`src/rtl/y_delta_update_engine_if.sv`:
```
// y_delta_update_engine_if: change-entry stream plus banked Y SRAM port bundle.
interface y_delta_update_engine_if #(
  parameter int DATA_W = 24,
  parameter int WORD_W = 256,
  parameter int ADDR_W = 11,
  parameter int IDX_W  = 16
);
  logic              chg_valid;
  logic              chg_ready;
  logic [IDX_W-1:0]  chg_row;
  logic [IDX_W-1:0]  chg_col;
  logic [DATA_W-1:0] chg_real;
  logic [DATA_W-1:0] chg_img;
  logic [ADDR_W-1:0] sram_rd_addr1;
  logic [ADDR_W-1:0] sram_rd_addr2;
  logic [WORD_W-1:0] sram_rd_data1;
  logic [WORD_W-1:0] sram_rd_data2;
  logic              sram_we;
  logic [ADDR_W-1:0] sram_wr_addr;
  logic [WORD_W-1:0] sram_wr_data;
  modport master (
    output chg_valid, chg_row, chg_col, chg_real, chg_img, sram_rd_data1, sram_rd_data2,
    input  chg_ready, sram_rd_addr1, sram_rd_addr2, sram_we, sram_wr_addr, sram_wr_data
  );
  modport slave (
    input  chg_valid, chg_row, chg_col, chg_real, chg_img, sram_rd_data1, sram_rd_data2,
    output chg_ready, sram_rd_addr1, sram_rd_addr2, sram_we, sram_wr_addr, sram_wr_data
  );
endinterface

```
`src/rtl/y_delta_update_engine.sv`:
```
// y_delta_update_engine: FIFO-fed read-modify-write stamping of branch deltas into the banked Y SRAM.
// Optional macro Y_SATURATE_EN: component add/sub saturates instead of wrapping.
module y_delta_update_engine #(
  parameter int DATA_W        = 24,
  parameter int SLOTS         = 4,
  parameter int WORD_W        = 256,
  parameter int WORDS_PER_ROW = 64,
  parameter int ADDR_W        = 11,
  parameter int IDX_W         = 16,
  parameter int N_NODES       = 256,
  parameter int FIFO_DEPTH    = 8
) (
  input  logic                   i_clock,
  input  logic                   i_reset,
  y_delta_update_engine_if.slave bus,
  output logic                   o_busy,
  output logic                   o_upd_done,
  output logic                   o_err_idx,
  output logic [15:0]            o_upd_count
);
  localparam int P  = WORD_W / SLOTS;
  localparam int FA = $clog2(FIFO_DEPTH);
  localparam int EW = 2 * IDX_W + 2 * DATA_W;
  localparam int RW = $clog2(WORDS_PER_ROW);
  localparam int CW = $clog2(SLOTS);
  localparam int WB = $clog2(WORD_W);
  typedef enum logic [2:0] {IDLE, RD_D, WR_D1, WR_D2, RD_O, WR_O1, WR_O2, FIN} state_t;
  state_t            r_st;
  logic [EW-1:0]     r_fifo [FIFO_DEPTH];
  logic [FA:0]       r_wp, r_rp;
  logic [IDX_W-1:0]  r_row, r_col;
  logic [DATA_W-1:0] r_dre, r_dim;
  logic [WORD_W-1:0] r_w2;
  logic [ADDR_W-1:0] r_rd1, r_rd2, r_wa;
  logic              r_we, r_done, r_err;
  logic [15:0]       r_cnt;
  logic              w_empty, w_full, w_pop, w_push, w_bad, w_sub;
  logic [IDX_W-1:0]  w_hr, w_hc;
  logic [DATA_W-1:0] w_hre, w_him;
  logic [WORD_W-1:0] w_src, w_wr;
  logic [31:0]       w_k;
  logic [WB-1:0]     w_lsb;
  logic [2*DATA_W-1:0] w_old;
  function automatic logic [ADDR_W-1:0] f_addr(input logic [IDX_W-1:0] r, input logic [IDX_W-1:0] c);
    return ADDR_W'((32'(r) << RW) + (32'(c) >> CW));
  endfunction
  function automatic logic [DATA_W-1:0] f_op(input logic [DATA_W-1:0] a, input logic [DATA_W-1:0] b, input logic sub);
    logic [DATA_W:0] s;
    s = sub ? {a[DATA_W-1], a} - {b[DATA_W-1], b} : {a[DATA_W-1], a} + {b[DATA_W-1], b};
`ifdef Y_SATURATE_EN
    if (s[DATA_W] != s[DATA_W-1])
      return s[DATA_W] ? {1'b1, {(DATA_W-1){1'b0}}} : {1'b0, {(DATA_W-1){1'b1}}};
`endif
    return s[DATA_W-1:0];
  endfunction
  assign w_empty = r_wp == r_rp;
  assign w_full  = (r_wp[FA] != r_rp[FA]) && (r_wp[FA-1:0] == r_rp[FA-1:0]);
  assign w_pop   = (r_st == IDLE) && !w_empty;
  // A full FIFO still accepts when the head leaves in the same cycle
  assign bus.chg_ready = i_reset && (!w_full || w_pop);
  assign w_push  = bus.chg_valid && bus.chg_ready;
  assign {w_hr, w_hc, w_hre, w_him} = r_fifo[r_rp[FA-1:0]];
  assign w_bad   = (32'(w_hr) >= N_NODES) || (32'(w_hc) >= N_NODES);
  always_ff @(posedge i_clock)
    if (w_push) r_fifo[r_wp[FA-1:0]] <= {bus.chg_row, bus.chg_col, bus.chg_real, bus.chg_img};
  // Port 1 carries (r,r) then (r,c); port 2 carries (c,c) then (c,r), so slot follows that order
  always_comb begin
    w_sub = (r_st == WR_O1) || (r_st == WR_O2);
    w_src = (r_st == WR_D1 || r_st == WR_O1) ? bus.sram_rd_data1 : r_w2;
    w_k   = (r_st == WR_D1 || r_st == WR_O2) ? 32'(r_row) % SLOTS : 32'(r_col) % SLOTS;
    w_lsb = WB'(w_k * P);
    w_old = w_src[w_lsb +: 2*DATA_W];
    w_wr  = w_src;
    w_wr[w_lsb +: 2*DATA_W] = {f_op(w_old[2*DATA_W-1:DATA_W], r_dre, w_sub), f_op(w_old[DATA_W-1:0], r_dim, w_sub)};
  end
  always_ff @(posedge i_clock or negedge i_reset)
    if (!i_reset) begin
      r_st <= IDLE;
      r_wp <= '0;
      r_rp <= '0;
      r_row <= '0;
      r_col <= '0;
      r_dre <= '0;
      r_dim <= '0;
      r_w2 <= '0;
      r_rd1 <= '0;
      r_rd2 <= '0;
      r_wa <= '0;
      r_we <= 1'b0;
      r_done <= 1'b0;
      r_err <= 1'b0;
      r_cnt <= '0;
    end else begin
      r_we <= 1'b0;
      r_done <= 1'b0;
      r_err <= 1'b0;
      if (w_push) r_wp <= r_wp + 1'b1;
      if (w_pop) r_rp <= r_rp + 1'b1;
      case (r_st)
        IDLE: if (w_pop) begin
          r_row <= w_hr;
          r_col <= w_hc;
          r_dre <= w_hre;
          r_dim <= w_him;
          if (w_bad) begin
            r_err <= 1'b1;
            r_done <= 1'b1;
          end else begin
            r_st <= RD_D;
            r_rd1 <= f_addr(w_hr, w_hr);
            r_rd2 <= f_addr(w_hc, w_hc);
          end
        end
        RD_D: begin
          r_st <= WR_D1;
          r_we <= 1'b1;
          r_wa <= r_rd1;
        end
        WR_D1: begin
          r_w2 <= bus.sram_rd_data2;
          if (r_row == r_col) begin
            r_st <= FIN;
            r_done <= 1'b1;
            r_cnt <= r_cnt + 16'd1;
          end else begin
            r_st <= WR_D2;
            r_we <= 1'b1;
            r_wa <= r_rd2;
          end
        end
        WR_D2: begin
          r_st <= RD_O;
          r_rd1 <= f_addr(r_row, r_col);
          r_rd2 <= f_addr(r_col, r_row);
        end
        RD_O: begin
          r_st <= WR_O1;
          r_we <= 1'b1;
          r_wa <= r_rd1;
        end
        WR_O1: begin
          r_w2 <= bus.sram_rd_data2;
          r_st <= WR_O2;
          r_we <= 1'b1;
          r_wa <= r_rd2;
        end
        WR_O2: begin
          r_st <= FIN;
          r_done <= 1'b1;
          r_cnt <= r_cnt + 16'd1;
        end
        default: r_st <= IDLE;
      endcase
    end
  assign bus.sram_rd_addr1 = r_rd1;
  assign bus.sram_rd_addr2 = r_rd2;
  assign bus.sram_we       = r_we;
  assign bus.sram_wr_addr  = r_wa;
  assign bus.sram_wr_data  = w_wr;
  assign o_busy      = !w_empty || (r_st != IDLE);
  assign o_upd_done  = r_done;
  assign o_err_idx   = r_err;
  assign o_upd_count = r_cnt;
endmodule

```
`src/flat_wrapper.sv`:
```
// flat-port wrapper written by rule: the top's interface ports become plain ports
module y_delta_update_engine_flat 
#(
  parameter int DATA_W        = 24,
  parameter int SLOTS         = 4,
  parameter int WORD_W        = 256,
  parameter int WORDS_PER_ROW = 64,
  parameter int ADDR_W        = 11,
  parameter int IDX_W         = 16,
  parameter int N_NODES       = 256,
  parameter int FIFO_DEPTH    = 8
)
  (i_clock, i_reset, o_busy, o_upd_done, o_err_idx, o_upd_count, bus_chg_valid, bus_chg_row, bus_chg_col, bus_chg_real, bus_chg_img, bus_sram_rd_data1, bus_sram_rd_data2, bus_chg_ready, bus_sram_rd_addr1, bus_sram_rd_addr2, bus_sram_we, bus_sram_wr_addr, bus_sram_wr_data);
  y_delta_update_engine_if #(.DATA_W(DATA_W), .WORD_W(WORD_W), .ADDR_W(ADDR_W), .IDX_W(IDX_W)) bus_i ();
  input  logic i_clock;
  input  logic i_reset;
  output logic o_busy;
  output logic o_upd_done;
  output logic o_err_idx;
  output logic [15:0] o_upd_count;
  input wire logic [$bits(bus_i.chg_valid)-1:0] bus_chg_valid;
  input wire logic [$bits(bus_i.chg_row)-1:0] bus_chg_row;
  input wire logic [$bits(bus_i.chg_col)-1:0] bus_chg_col;
  input wire logic [$bits(bus_i.chg_real)-1:0] bus_chg_real;
  input wire logic [$bits(bus_i.chg_img)-1:0] bus_chg_img;
  input wire logic [$bits(bus_i.sram_rd_data1)-1:0] bus_sram_rd_data1;
  input wire logic [$bits(bus_i.sram_rd_data2)-1:0] bus_sram_rd_data2;
  output wire logic [$bits(bus_i.chg_ready)-1:0] bus_chg_ready;
  output wire logic [$bits(bus_i.sram_rd_addr1)-1:0] bus_sram_rd_addr1;
  output wire logic [$bits(bus_i.sram_rd_addr2)-1:0] bus_sram_rd_addr2;
  output wire logic [$bits(bus_i.sram_we)-1:0] bus_sram_we;
  output wire logic [$bits(bus_i.sram_wr_addr)-1:0] bus_sram_wr_addr;
  output wire logic [$bits(bus_i.sram_wr_data)-1:0] bus_sram_wr_data;
  assign bus_i.chg_valid = bus_chg_valid;
  assign bus_i.chg_row = bus_chg_row;
  assign bus_i.chg_col = bus_chg_col;
  assign bus_i.chg_real = bus_chg_real;
  assign bus_i.chg_img = bus_chg_img;
  assign bus_i.sram_rd_data1 = bus_sram_rd_data1;
  assign bus_i.sram_rd_data2 = bus_sram_rd_data2;
  assign bus_chg_ready = bus_i.chg_ready;
  assign bus_sram_rd_addr1 = bus_i.sram_rd_addr1;
  assign bus_sram_rd_addr2 = bus_i.sram_rd_addr2;
  assign bus_sram_we = bus_i.sram_we;
  assign bus_sram_wr_addr = bus_i.sram_wr_addr;
  assign bus_sram_wr_data = bus_i.sram_wr_data;
  y_delta_update_engine #(.DATA_W(DATA_W), .SLOTS(SLOTS), .WORD_W(WORD_W), .WORDS_PER_ROW(WORDS_PER_ROW), .ADDR_W(ADDR_W), .IDX_W(IDX_W), .N_NODES(N_NODES), .FIFO_DEPTH(FIFO_DEPTH)) u_core (.i_clock(i_clock), .i_reset(i_reset), .bus(bus_i), .o_busy(o_busy), .o_upd_done(o_upd_done), .o_err_idx(o_err_idx), .o_upd_count(o_upd_count));
endmodule
```
`config.mk`:
```
export PLATFORM = sky130hd
export DESIGN_NAME = y_delta_update_engine_flat
export DESIGN_NICKNAME = d
export VERILOG_FILES = /design/src/rtl/y_delta_update_engine_if.sv /design/src/rtl/y_delta_update_engine.sv /design/src/flat_wrapper.sv
export SDC_FILE = /design/constraint.sdc
export NUM_CORES = 2
export LEC_CHECK = 0
export ABC_AREA = 1
export BUFFER_PORTS_ARGS = -buffer_cell sky130_fd_sc_hd__buf_2
export CAP_MARGIN = 20
export CORE_MARGIN = 2
export CORE_UTILIZATION = 40
export CTS_BUF_LIST = sky130_fd_sc_hd__clkbuf_8 sky130_fd_sc_hd__clkbuf_16
export CTS_CLUSTER_DIAMETER = 200
export CTS_CLUSTER_SIZE = 12
export DETAILED_ROUTE_END_ITERATION = 8
export HOLD_SLACK_MARGIN = 0.12
export SKIP_LAST_GASP = 1
export SLEW_MARGIN = 20
export SYNTH_ARGS = -nofsm -noshare
export SYNTH_HDL_FRONTEND = slang
export SYNTH_SLANG_ARGS = --single-unit
export TNS_END_PERCENT = 1
```
`constraint.sdc`:
```
create_clock -name i_clock -period 5.38 [get_ports i_clock]
set_clock_uncertainty 0.05 [all_clocks]
set_input_delay 1.076 -clock i_clock [delete_from_list [all_inputs] [get_ports i_clock]]
set_output_delay 1.076 -clock i_clock [all_outputs]
set_load 0.01 [all_outputs]
```
Word-level counts from Yosys, hierarchy flattened
Memory sizes are Yosys's and may differ from the RTL's. Cells that the tools add are included.

Bits in registers: 399. RAM bits: 640. Bits of input ports: 595. Logic and storage cells: 100. Memories kept: 1.

Memories: u_core.r_fifo (depth 8, width 80, rd ports 1, clocked after memory_dff 0, write ports 1, RTL line y_delta_update_engine.sv:29) `logic [EW-1:0] r_fifo [FIFO_DEPTH];`.

Muxes and demuxes: 28. Reductions and logical operators: 25. Order comparisons: 2. Equality and inequality tests: 14. $add $sub $neg: 12. Shift operators: 3.

Operator list (count): bitwise mux 256 bit (1); two-way mux 256 bit (1); variable shift 48 x 10 -> 256 bit, first input constant (1); variable part select 256 x 9 -> 48 bit (1); variable part select 48 x 10 -> 256 bit (1); two-way mux 11 bit (5); adder 24 bit (2); two-way mux 24 bit (2); subtractor 24 bit (2); adder 11 bit (4); case mux 11 bit (2 select lines) (2); case mux 11 bit (3 select lines) (1); greater-or-equal comparator 16 x 9 -> 1 bit, second input constant (2); case mux 16 bit (2 select lines) (1); case mux 3 bit (7 select lines) (1); adder 16 x 1 -> 16 bit, second input constant (1); equality test 16 bit (1); two-way mux 16 bit (1); negator 8 -> 10 bit (1); equality test 3 bit, second input constant (3); two-way mux 3 bit (3); adder 4 x 1 -> 4 bit, second input constant (2); AND reduction 2 bit (4); two-way mux 1 bit (7); 19 further kinds (34).

Logic depth before layout (Yosys ltp)
Depth in word-level cells: 8. Mapped depth: 27. Mapped depth without buffers: 25.

Worst setup path before layout
No wires, ideal clock.

Path kind: input -> register. From: input i_reset. To: memory u_core.r_fifo[0][0] (netlist name), enable pin. Slack: -355 ps. Data arrival time: 5167 ps. Library setup time: 519 ps. Buffers on the path: 0. Data required time: 4811 ps. Stages: 4. Cells stage by stage: a21boi_1 nand2_1 or2_2 nor2_1.

Longest elaborated chain between the ends: 4.

RTL lines: start: declaration (RTL line flat_wrapper.sv:16) `input logic i_reset;`; logical AND 1 bit (RTL line y_delta_update_engine.sv:60) `assign bus.chg_ready = i_reset && (!w_full || w_pop);`; logical AND 1 bit (RTL line y_delta_update_engine.sv:61) `assign w_push = bus.chg_valid && bus.chg_ready;`; two-way mux 1 bit (RTL line y_delta_update_engine.sv:65) `if (w_push) r_fifo[r_wp[FA-1:0]] <= {bus.chg_row, bus.chg_col, bus.chg_real, bus.chg_img};`; two-way mux 1 bit (not written as such) (RTL line y_delta_update_engine.sv:65); end: declaration (RTL line y_delta_update_engine.sv:29).

No other way between the ends.

Worst setup path after layout
From: register u_core.r_st[0]. To: output bus_sram_wr_data[149].

Longest elaborated chain between the ends: 8.

RTL lines: start: declaration (RTL line y_delta_update_engine.sv:28) `state_t r_st;`; start signal: assignment (RTL line y_delta_update_engine.sv:78) `r_st <= IDLE;`; start signal: assignment (RTL line y_delta_update_engine.sv:109) `r_st <= RD_D;`; start signal: assignment (RTL line y_delta_update_engine.sv:115) `r_st <= WR_D1;`; equality test 3 x 2 -> 1 bit (tied with other cells) (RTL line y_delta_update_engine.sv:69, y_delta_update_engine.sv:70); logical OR 1 bit (on tied branches) (RTL line y_delta_update_engine.sv:69, y_delta_update_engine.sv:70); two-way mux 256 bit / two-way mux 2 bit (equally long branches) (RTL line y_delta_update_engine.sv:69, y_delta_update_engine.sv:70); variable part select 256 x 9 -> 48 bit (RTL line y_delta_update_engine.sv:72) `w_old = w_src[w_lsb +: 2*DATA_W];`; adder 24 bit / subtractor 24 bit (equally long branches) (RTL line y_delta_update_engine.sv:49) `s = sub ? {a[DATA_W-1], a} - {b[DATA_W-1], b} : {a[DATA_W-1], a} + {b[DATA_W-1], b};`; two-way mux 24 bit (RTL line y_delta_update_engine.sv:49); variable part select 48 x 10 -> 256 bit (RTL line y_delta_update_engine.sv:74) `w_wr[w_lsb +: 2*DATA_W] = {f_op(w_old[2*DATA_W-1:DATA_W], r_dre, w_sub), f_op(w_old[DATA_W-1:0], r_dim, w_sub) ...`; bitwise mux 256 bit * (RTL line y_delta_update_engine.sv:74); end: declaration (RTL line flat_wrapper.sv:33) `output wire logic [$bits(bus_i.sram_wr_data)-1:0] bus_sram_wr_data;`.

Every way passes the cells marked *; elsewhere a longest branch is shown, timed or not.

==> impl_results.md <==
* Status: finished, violations left
* Failing checks: negative setup slack
* DRT iter0 DRCs at 4927
* Crit path capture type: output pin
* Most common cell after layout, fill and taps aside: nand2_1
* Max cap viols at 0
* Total gr overflow at 0
* FF+latch count, synth at 1039
* FF-to-FF Start: u_core.r_rp[0]$_DFFE_PN0P_
* Worst Path Buf+Inv at 8
* Row count at 131
* Reg-to-reg endpoint: u_core.r_fifo[7][2]$_DFFE_PP_
* RD Place Congestion at 1.03
* Tcrit/Tclk final at 106%
* Worst Hold Class: primary input to asynchronous set/reset pin
* CTS Buf Count at 96
* GR Layer Usage met3 at 11.8%
* Number of global-route vias before repair at 44900
* Min Clock Period, post-route at 5.72 ns
* Critical-path top delay cell: dfrtp_2
* Yosys warnings at 0
* Setup crit start kind: flip-flop
* Cell depth of the worst flop-to-flop path at 10
* Layout cell share with drive strength beyond 1 at 27.0%
* # setup viols final at 145
* DP Area at 59100 um2
* Slew headroom at 30.3%
* Final Hold Viols at 0
* Die Y at 362 um
* Largest net degree at the start of global routing at 154
* Clk sinks at 1039
* CP required at 4.25 ns
* Post-Syn Instances at 5889
* Wirelength, routed at 242 mm
* Clock Latency Late Sink at 0.74 ns
* Synth Flop Type: edfxtp_1
* Clock Tree Buf Depth at 3
* TritonRoute pass-1 iters at 6
* CTS clk-pin slew, worst paths at 0.06 ns
* Detailed Place HPWL at 177 mm
* Area of the mapped netlist at 51200 um2
* Delay-heaviest family, CP: simple AND/OR/NAND/NOR gates
* Die Span X at 362 um
* FMAX at 175 MHz
* Critical setup path kind: flip-flop to output pin
* Most frequent cells in the layout: nand2_1 (2137), buf_2 (889), edfxtp_1 (640)
* Die area at 131000 um2
* PnR worst setup slack at -0.343 ns
* Top Usage Layer GRT: met2
* Root buf cell: clkbuf_16
* Mean number of vias per cell at 5.50
* Met2 GRT Util at 52.2%
* Top cell by count, worst path: nand2_1
* Avg Cell Area, Syn at 8.69 um2
* Final core utilization at 51.8%
* Tot GR Track Use at 35.9%
* DRC Markers at 0
* First-pass GRT wire length at 333 mm
* Unrepaired setup endpoints after global routing: true
* I/O Buffers at 904
* Crit-path cells: inv_4, nand3_4, nand2_8, buf_12, inv_8, buf_4, nand2_1, nand2_2, o21ai_1, o22ai_2, buf_4, ha_1, nand2_1, nor2_2, nand2_1, inv_1, nand3b_1, nand3_1, nand2_1, nand2_2, buf_12, nand3_1, nand2_1, buf_2
* Crit path max fanout at 13
* Crit-path max cell delay at 0.46 ns
* CP Data Arrival Time at 4.60 ns
* Number of routed nets with antenna violations at 0
* Layout area overhead at 28.7%
* Post-synthesis sequential area ratio at 57.1%
* Fraction of registers with async set or reset after synthesis at 38.4%
* Distinct cells, synth at 50
* Core area at 127000 um2
* Io pins at 905
* Synthesized Nets at 6562
* Routed wire length per instance at 27.7 um
* EDFF count, synth at 640
* R2R Setup Slk at 1.33 ns
* Initial Utilization at 40.2%
* Initial antenna violation count at 68
* Slew Limit Fails at 0
* Vias post-DR at 48100
* GR Util met1 at 47.3%
* Net count, final at 7661
* Worst Tran Pin Value at 1.05 ns
* Final instance area at 65900 um2
* CTS tree: built
* H-tree Lvls at 3
* Hold slack at 0.153 ns
## logic make-up after synthesis
group | synth area share (%)
AO/OA/AOI/OAI | 10.2
flip-flops | 57.1
adder cells (fa/ha/maj) | 1.99
AND/OR/NAND/NOR | 24.0
buffers and inverters | 4.56
XOR/XNOR | 1.93
multiplexers | 0.281
## worst max path at each step
stage / from / endpoint / slack [ns] / cells past startpoint
floorplan: i_reset / u_core.r_fifo[0][0]$_DFFE_PP_ / -0.36 / 4
global placement: u_core.r_st[0]$_DFFE_PN0P_ / bus_sram_wr_data[72] / -0.90 / 25
detailed placement: u_core.r_st[0]$_DFFE_PN0P_ / bus_sram_wr_data[74] / -0.51 / 22
CTS: u_core.r_st[0]$_DFFE_PN0P_ / bus_sram_wr_data[74] / -0.36 / 26
global route: u_core.r_st[0]$_DFFE_PN0P_ / bus_sram_wr_data[100] / -0.43 / 26
finish: u_core.r_st[0]$_DFFE_PN0P_ / bus_sram_wr_data[149] / -0.34 / 24
## sequential cells by signal, indices dropped and copies added (netlist names)
signal	count
u_core.bus.sram_we	1
u_core.r_wp	4
u_core.bus.sram_wr_addr	11
u_core.r_w2	256
u_core.o_upd_done	1
u_core.bus.sram_rd_addr2	11
u_core.r_col	16
u_core.r_row	16
u_core.o_err_idx	1
u_core.r_fifo	640
u_core.o_upd_count	16
u_core.bus.sram_rd_addr1	11
u_core.r_dre	24
u_core.r_dim	24
u_core.r_rp	4
u_core.r_st	3
## cell usage after synthesis, types with 12 or more instances
master | number | area (um2)
o22ai_1 | 170 | 1060
edfxtp_1 | 640 | 19200
xnor2_1 | 42 | 368
nor3_1 | 19 | 95.1
inv_1 | 218 | 818
buf_2 | 126 | 631
a21oi_1 | 72 | 360
nor2_1 | 606 | 2270
dfrtp_1 | 399 | 9980
nand3_1 | 143 | 716
a31oi_1 | 61 | 382
a22o_1 | 30 | 263
o21ai_1 | 72 | 360
o21ai_0 | 501 | 2510
ha_1 | 72 | 901
nand4_1 | 64 | 400
nand2_1 | 2296 | 8620
xor2_1 | 71 | 622
buf_4 | 12 | 90.1
clkbuf_1 | 162 | 608
buf_1 | 22 | 82.6
## what timing repair did
| item | in CTS | in global routing |
|---|---|---|
| setup buffers | 67 | 41 |
| pin swaps | 78 | 131 |
| endpoints found under the setup margin | 178 | 181 |
| gates resized for setup | 293 | 399 |
| gates cloned | 17 | 5 |
| hold buffers | 0 | 0 |
## per-stage QoR
step	setup TNS [ns]	std cells	setup slack (ns)
after global placement	-3.94	8424	-0.903
final	-21.67	8738	-0.343
after CTS	-39.45	8670	-0.361
after floorplan	-179.84	5889	-0.355
after detailed placement	-2.50	8425	-0.509
after global routing	-53.50	8731	-0.429
## metal layers
layer	share of wire [%]	vias to the layer above	wire (um)
met5	0.12	-	284
met1	40	23500	97900
met4	6.5	48	15700
met3	11	500	26200
met2	42	2236	102000
li1	-	21800	-
## area by class of cell
class | count | area [um2]
Fill cell | 12200 | 61300
Sequential cell | 1039 | 29200
Multi-Input combinational cell | 4296 | 21900
Timing Repair Buffer | 1324 | 8900
Clock buffer | 97 | 2430
Tap cell | 1662 | 2080
Inverter | 228 | 907
Clock inverter | 64 | 364
Antenna cell | 25 | 62.6
Timing Repair inverter | 3 | 40.0
Power is left out: the tool's default activity adds up to more than one toggle a clock period on the data nets, which glitch-free logic cannot reach.
